File: config.mk
export PLATFORM = sky130hd
export DESIGN_NAME = blink_monitor
export DESIGN_NICKNAME = d
export VERILOG_FILES = /design/src/rtl/blink_monitor.sv
export SDC_FILE = /design/constraint.sdc
export NUM_CORES = 1
export LEC_CHECK = 0
export CORE_UTILIZATION = 45
export DETAILED_ROUTE_END_ITERATION = 8
export PLACE_DENSITY = 0.71
export SKIP_CTS_REPAIR_TIMING = 1
export SLEW_MARGIN = 20
export SYNTH_ARGS = -nofsm -noshare
export SYNTH_HDL_FRONTEND = slang
export SYNTH_SLANG_ARGS = --single-unit
File: constraint.sdc
create_clock -name clk_i -period 2.74 [get_ports clk_i]
set_clock_uncertainty 0.1 [all_clocks]
set_input_delay 0.274 -clock clk_i [delete_from_list [all_inputs] [get_ports clk_i]]
set_output_delay 0.274 -clock clk_i [all_outputs]
set_load 0.005 [all_outputs]
File: src/rtl/blink_monitor.sv
// Measures the toggle interval of an asynchronous blinking signal, locks once
// enough consecutive intervals are in tolerance, and latches a fault otherwise.
module blink_monitor #(
  parameter int FREQ     = 50000000,
  parameter int SECS     = 1,
  parameter int TOL      = 1000,
  parameter int LOCK_CNT = 2,
  parameter int W        = 32
) (
  input  logic         clk_i,
  input  logic         rst_i,
  input  logic         led_i,
  input  logic         clear_i,
  output logic         locked_o,
  output logic         error_o,
  output logic [W-1:0] period_o,
  output logic         valid_o
);

  localparam longint NL = longint'(FREQ) * longint'(SECS);
  localparam int     GW = $clog2(LOCK_CNT + 1);

  // Limits are held at W+1 bits so N+TOL+1 cannot wrap.
  localparam logic [W:0]    LO_LIM = (W+1)'(NL - longint'(TOL));
  localparam logic [W:0]    HI_LIM = (W+1)'(NL + longint'(TOL));
  localparam logic [W:0]    TO_LIM = (W+1)'(NL + longint'(TOL) + 1);
  localparam logic [GW-1:0] LOCK_G = GW'(LOCK_CNT);

  if (NL < 4 || longint'(TOL) >= NL || NL + longint'(TOL) >= (longint'(1) << W) ||
      LOCK_CNT == 0) begin : g_bad_params
    initial $stop;
  end

  typedef enum logic [1:0] {SEEK, TRACK, LOCKED, FAULT} state_t;

  state_t        state_q, state_d;
  logic [1:0]    sync_q, sync_d;
  logic          led_q, led_d;
  logic [W-1:0]  cnt_q, cnt_d;
  logic [GW-1:0] good_q, good_d;
  logic [W-1:0]  period_q, period_d;
  logic          valid_q, valid_d;
  logic          locked_q, locked_d;
  logic          error_q, error_d;

  logic          edge_w;
  logic [W:0]    interval;
  logic          in_range;

  assign edge_w   = sync_q[1] ^ led_q;
  assign interval = {1'b0, cnt_q} + (W+1)'(1);
  assign in_range = (interval >= LO_LIM) && (interval <= HI_LIM);

  always_comb begin
    sync_d   = {sync_q[0], led_i};
    led_d    = sync_q[1];
    state_d  = state_q;
    cnt_d    = (&cnt_q) ? cnt_q : cnt_q + W'(1);
    good_d   = good_q;
    period_d = period_q;
    valid_d  = 1'b0;
    if (clear_i) begin
      state_d = SEEK;
      cnt_d   = '0;
      good_d  = '0;
    end else begin
      case (state_q)
        SEEK: begin
          if (edge_w) begin
            state_d = TRACK;
            cnt_d   = '0;
            good_d  = '0;
          end
        end
        TRACK, LOCKED: begin
          if (edge_w) begin
            cnt_d    = '0;
            period_d = interval[W-1:0];
            valid_d  = 1'b1;
            if (in_range) begin
              if (good_q != LOCK_G) good_d = good_q + GW'(1);
              if (state_q == TRACK && good_d == LOCK_G) state_d = LOCKED;
            end else begin
              state_d = FAULT;
            end
          end else if (interval == TO_LIM) begin
            state_d = FAULT;
          end
        end
        default: ;
      endcase
    end
    locked_d = (state_q == LOCKED);
    error_d  = (state_q == FAULT);
  end

  always_ff @(posedge clk_i) begin
    if (rst_i) begin
      state_q  <= SEEK;
      sync_q   <= '0;
      led_q    <= 1'b0;
      cnt_q    <= '0;
      good_q   <= '0;
      period_q <= '0;
      valid_q  <= 1'b0;
      locked_q <= 1'b0;
      error_q  <= 1'b0;
    end else begin
      state_q  <= state_d;
      sync_q   <= sync_d;
      led_q    <= led_d;
      cnt_q    <= cnt_d;
      good_q   <= good_d;
      period_q <= period_d;
      valid_q  <= valid_d;
      locked_q <= locked_d;
      error_q  <= error_d;
    end
  end

  assign locked_o = locked_q;
  assign error_o  = error_q;
  assign period_o = period_q;
  assign valid_o  = valid_q;

endmodule

==> results.cfg, run 1 <==
[synthesis]
yosys.area_share.simple_pct = 24.6
async_flop_share_pct = 0
synthTopCellsByCount = dfxtp_1, nor2_1, a21oi_1
synthAdderAreaFrac_pct = 2.68
yosysMostFrequentCell = dfxtp_1
synthTopCellsByArea = dfxtp_1, a211oi_1, nor2_1, a21oi_1, xnor2_1
ys_seq_area_share_pct = 39.6
synth_warnings = 0
synth_nets = 439
synth-edff-count = 0
syn_inst = 427
ys_ff_latch = 74
synth_compound_area_share_pct = 19.0
syn_area_per_cell_um2 = 8.76
synth_top_cell_by_area = dfxtp_1
synth_top_family_by_area = simple AND/OR/NAND/NOR gates
synthFlopType = dfxtp_1
syn_area_um2 = 3740
synth_mux_area_share_pct = 1.10
synth_top_area_share_pct = 39.6
ys_types = 60
synth-xor-area-share_pct = 7.73

[setup_path]
endpoint_kind = flip-flop
crit_fanout = 4
reg2regPathDepth = 12
crit_arrival_ns = 3.04
regToRegSetupSlack_ns = -0.14
critPathKind = reg2reg
crit_path_start = cnt_q[1]
r2r-start = cnt_q[1]
critPathLaunchType = flip-flop
cp.required_ns = 2.90

[cts]
htreeDepth = 3
clk_pin_slew_ns = 0.09
cts_root_buffer = clkbuf_8
numClockSinks = 74
cts-buffers-inserted = 9
clk_latency_ns = 0.36
cts_tree = yes
clockBufferDepth = 2

[drt]
drt_iter0_drc = 225
via_per_inst = 5.63
vias = 3578
drc_errors = 0
postRouteAntennaNets = 0
drt-wirelength-per-cell_um = 16.3
first_pass_iters = 6
totalWireLength_um = 10300

[sta]
post-route-min-period_ns = 2.88
relSlewSlack_pct = 66.3
rsz0062_at_grt = yes
max_freq_ghz = 0.347
drv_slew = 0
fin_crit_sh_pct = 105
final.setup.worst_slack_ns = -0.142
hold_viol_final = 0
worst_pin_slew_ns = 0.502
setup_viol = 4

[floorplanning]
start_util_pct = 47.4
ios = 39
rows = 32
die_w_um = 93.2
die_area_um2 = 8680
coreArea_um2 = 7890
dieHeight_um = 93.2

[global_routing]
grt_pass1_wl_um = 15900
grt_pass1_vias = 3287
antenna_found_initial = 0
gr-usage-all-layers_pct = 23.3
grt_max_degree = 40
overflow = 0

[pwr]
power_density_nw_per_um2 = 416
power.total_mw = 2.14
peakVddDrop_v = 0.000323
power.leakage_nw = 1.81

[placement]
place_hpwl_um = 6870
port_buffers = 38
gp_congestion = 0.991
place_inst = 609

[finish]
final_net_count = 540
drive_gt1_share_pct = 28.5
fillers = 633
area_growth_pct = 37.9
utilization_pct = 65.4
num_antenna_cells = 0
final_cells = 635

[status]
violations = setup timing
status = finished with violations

[worst_hold_path]
hold_class = reg2reg
min-delay-start = sync_q[0]
min_path_cells = 1

[flow_run]
cap_violations = 0
layout by cell type (no fill, tap or decap), drive strengths merged, types with 14 or more instances in the layout:
cell	n
dfxtp	74
a21oi	36
a211oi	31
xor2	14
nand2	23
nand3	15
nand4	19
inv	15
xnor2	19
buf	84
nor2	50
clkdlybuf4s50	38
worst max-delay path: stages (launching register included):
cell	delay [ns]
dfxtp_4	0.38
ha_4	0.16
nand4_4	0.10
buf_4	0.17
a2111oi_1	0.48
a31o_2	0.20
a22oi_1	0.08
a21oi_1	0.18
o31ai_2	0.07
buf_4	0.15
a2111oi_4	0.41
a21boi_2	0.12
o21a_1	0.17
metal layers:
layer  share of wire [%]  up-vias  global-route usage [%]  wire length [um]
met3                 4.1       22                    4.15               422
met5                   0        -                       0                 0
li1                    -     1741                       -                 -
met1                  46     1691                    31.5              4740
met4                 2.3        0                    7.44               234
met2                  48      124                    37.6              4940
layout make-up:
type,count,area [um2],share of cell area (%)
inverter,13,48.8,0.946
multi-input combinational,308,2220,43.0
sequential,74,1510,29.3
timing repair buffer,122,1030,19.9
clock buffer,9,124,2.40
clock inverter,7,100,1.94
tap,102,128,2.48
cell families after synthesis:
group,Yosys count
xor gates and xnor gates,33
buffers and inverters,45
muxes,4
and+or+nand+nor,163
adders and majority gates,8
AOI/OAI and AO/OA,100
DFF,74
sequential cells by signal, indices dropped and copies added, names as in the netlist:
| name | cells |
|---|---|
| period_o | 32 |
| locked_o | 1 |
| valid_o | 1 |
| cnt_q | 32 |
| state_q | 2 |
| sync_q | 2 |
| error_o | 1 |
| good_q | 2 |
| led_q | 1 |
path summary, 6_finish.rpt:
check,endpoint
worst max-delay path,state_q[0]
worst min-delay path,sync_q[1]
worst min register to register,sync_q[1]
worst max register to register,state_q[0]
where the power goes:
group | switching [mW] | internal (mW) | leakage, nW
logic | 0.0547 | 0.0401 | 1.09
clock network | 0.444 | 0.520 | 0.114
registers | 0.00586 | 1.08 | 0.605
total | 0.505 | 1.64 | 1.81
stage by stage:
stage | setup TNS, ns | hold slack, ns | setup slack (ns) | area (um2)
after floorplan | 0 | 0.302 | 0.00159 | 3760
after global placement | -0.259 | 0.341 | -0.0678 | 4690
after detailed placement | -0.551 | 0.350 | -0.159 | 4690
after CTS | -0.667 | 0.368 | -0.187 | 4910
after global routing | -1.00 | 0.396 | -0.279 | 5160
final | -0.442 | 0.362 | -0.142 | 5160
No activity file was read; power rests on OpenSTA's default activity.
==> run 2: changes to the inputs <==
Settings changed: CORE_MARGIN from default to 2.
==> run 2 against run 1 <==
Against the previous run: the flow still finishes with violations (setup timing); worst setup slack better by 0.035 ns; clock-buffer cell count is 1 higher; register-to-register slack gained 0.03 ns; utilization is 1.5 points lower; routed wire length shrank 4.3%; hold slack got worse by 0.011 ns; critical path type unchanged; largest cell class unchanged; largest power group unchanged; highest routed layer unchanged.
==> results.cfg, run 2 (synthesis results as in run 1) <==
[cts]
cts_tree = yes
cts_root_buffer = clkbuf_8
clockBufferDepth = 2
numClockSinks = 74
clk_pin_slew_ns = 0.07
cts-buffers-inserted = 9
htreeDepth = 3
clk_latency_ns = 0.36

[finish]
layout_commonest_cell = buf_4
drive_gt1_share_pct = 29.4
final_cell_mix = buf_4, dfxtp_1, nor2_1
fin_area_um2 = 5200
final_net_count = 552
area_growth_pct = 39.0
num_antenna_cells = 0
final_cells = 650

[setup_path]
r2r-end = state_q[0]
regToRegSetupSlack_ns = -0.11
reg2regPathDepth = 11
cp.required_ns = 2.89
critPathKind = reg2reg
endpoint_kind = flip-flop
crit_path_start = cnt_q[1]
r2r-start = cnt_q[1]
crit_fanout = 4
critPathLaunchType = flip-flop
cp-endpoint = state_q[0]
crit_arrival_ns = 3.00

[pwr]
power_density_nw_per_um2 = 371
peakVddDrop_v = 0.000177
power.total_mw = 1.93
power.leakage_nw = 1.85

[placement]
pre_cts_ws_ns = -0.192
port_buffers = 38
placed_cell_area_um2 = 4760
gp_congestion = 0.929
place_hpwl_um = 7230
place_inst = 622

[global_routing]
overflow = 0
grt_pass1_wl_um = 15200
grt_max_degree = 41
grt_pass1_vias = 3159
antenna_found_initial = 0
gr-usage-all-layers_pct = 21.6

[drt]
totalWireLength_um = 9890
drt-wirelength-per-cell_um = 15.2
drt_iter0_drc = 197
first_pass_iters = 4
via_per_inst = 5.46
vias = 3547
postRouteAntennaNets = 0
drc_errors = 0

[sta]
relSlewSlack_pct = 64.8
fin_crit_sh_pct = 104
hold_viol_final = 0
worst_pin_slew_ns = 0.521
final.setup.worst_slack_ns = -0.107
max_freq_ghz = 0.351
setup_viol = 4
drv_slew = 0
rsz0062_at_grt = yes
post-route-min-period_ns = 2.85

[floorplanning]
ios = 39
rows = 33
start_util_pct = 46.0
dieHeight_um = 95.2
die_w_um = 95.2
coreArea_um2 = 8130
die_area_um2 = 9060

[flow_run]
cap_violations = 0

[status]
violations = setup timing
status = finished with violations

[worst_hold_path]
hold_class = reg2reg
min_path_cells = 1
==> run 2: cell count changes in the layout (fill, tap and decap cells not counted), moves of 2 or more <==
| cell | delta |
|---|---|
| nor4_2 | +2 |
| xor2_2 | -2 |
| buf_4 | +12 |
| dfxtp_1 | +2 |
| bufinv_16 | -2 |
| clkinvlp_4 | +2 |
| dfxtp_4 | -3 |
==> run 2: per-stage QoR <==
stage	hold slack, ns	TNS (ns)	util, %
final	0.351	-0.351	63.9
after global routing	0.365	-0.801	63.9
after CTS	0.358	-0.876	60.7
after detailed placement	0.336	-0.627	58.6
after global placement	0.340	-0.218	58.6
after floorplan	0.302	0	-
==> run 2: area by class of cell <==
type | count | area (um2)
timing repair buffer | 134 | 1110
tap | 105 | 131
inverter | 13 | 48.8
fill | 647 | 2940
clock buffer | 10 | 128
sequential | 74 | 1500
multi-input combinational | 308 | 2230
clock inverter | 6 | 42.5
==> run 2: per-layer routing <==
layer / up-vias / track usage [%] / wire, um
li1: 1767 / - / -
met1: 1675 / 29.1 / 4630
met2: 93 / 33.5 / 4700
met3: 12 / 4.66 / 405
met4: 0 / 9.06 / 151
met5: - / 0 / 0
==> run 2: worst min path at each step <==
stage | slack, ns | from | to
global route | 0.37 | sync_q[0] | sync_q[1]
floorplan | 0.30 | led_i | sync_q[0]
detailed placement | 0.34 | sync_q[0] | sync_q[1]
CTS | 0.36 | sync_q[0] | sync_q[1]
finish | 0.35 | sync_q[0] | sync_q[1]
global placement | 0.34 | sync_q[0] | sync_q[1]
==> run 2: critical path, stage by stage, from the launching register on <==
cell and delay, ns:
dfxtp_4 0.37, ha_4 0.16, and4_4 0.25, nand4_1 0.14, xor2_1 0.26, o311ai_0 0.25
a21oi_1 0.28, o31ai_2 0.08, buf_4 0.15, a2111oi_4 0.40, a41oi_1 0.17, o21a_1 0.13
==> run 2: power by group <==
part | switching, mW | leakage (nW) | internal [mW]
logic | 0.0532 | 1.17 | 0.0407
registers | 0.00572 | 0.603 | 1.08
clock network | 0.416 | 0.0827 | 0.330
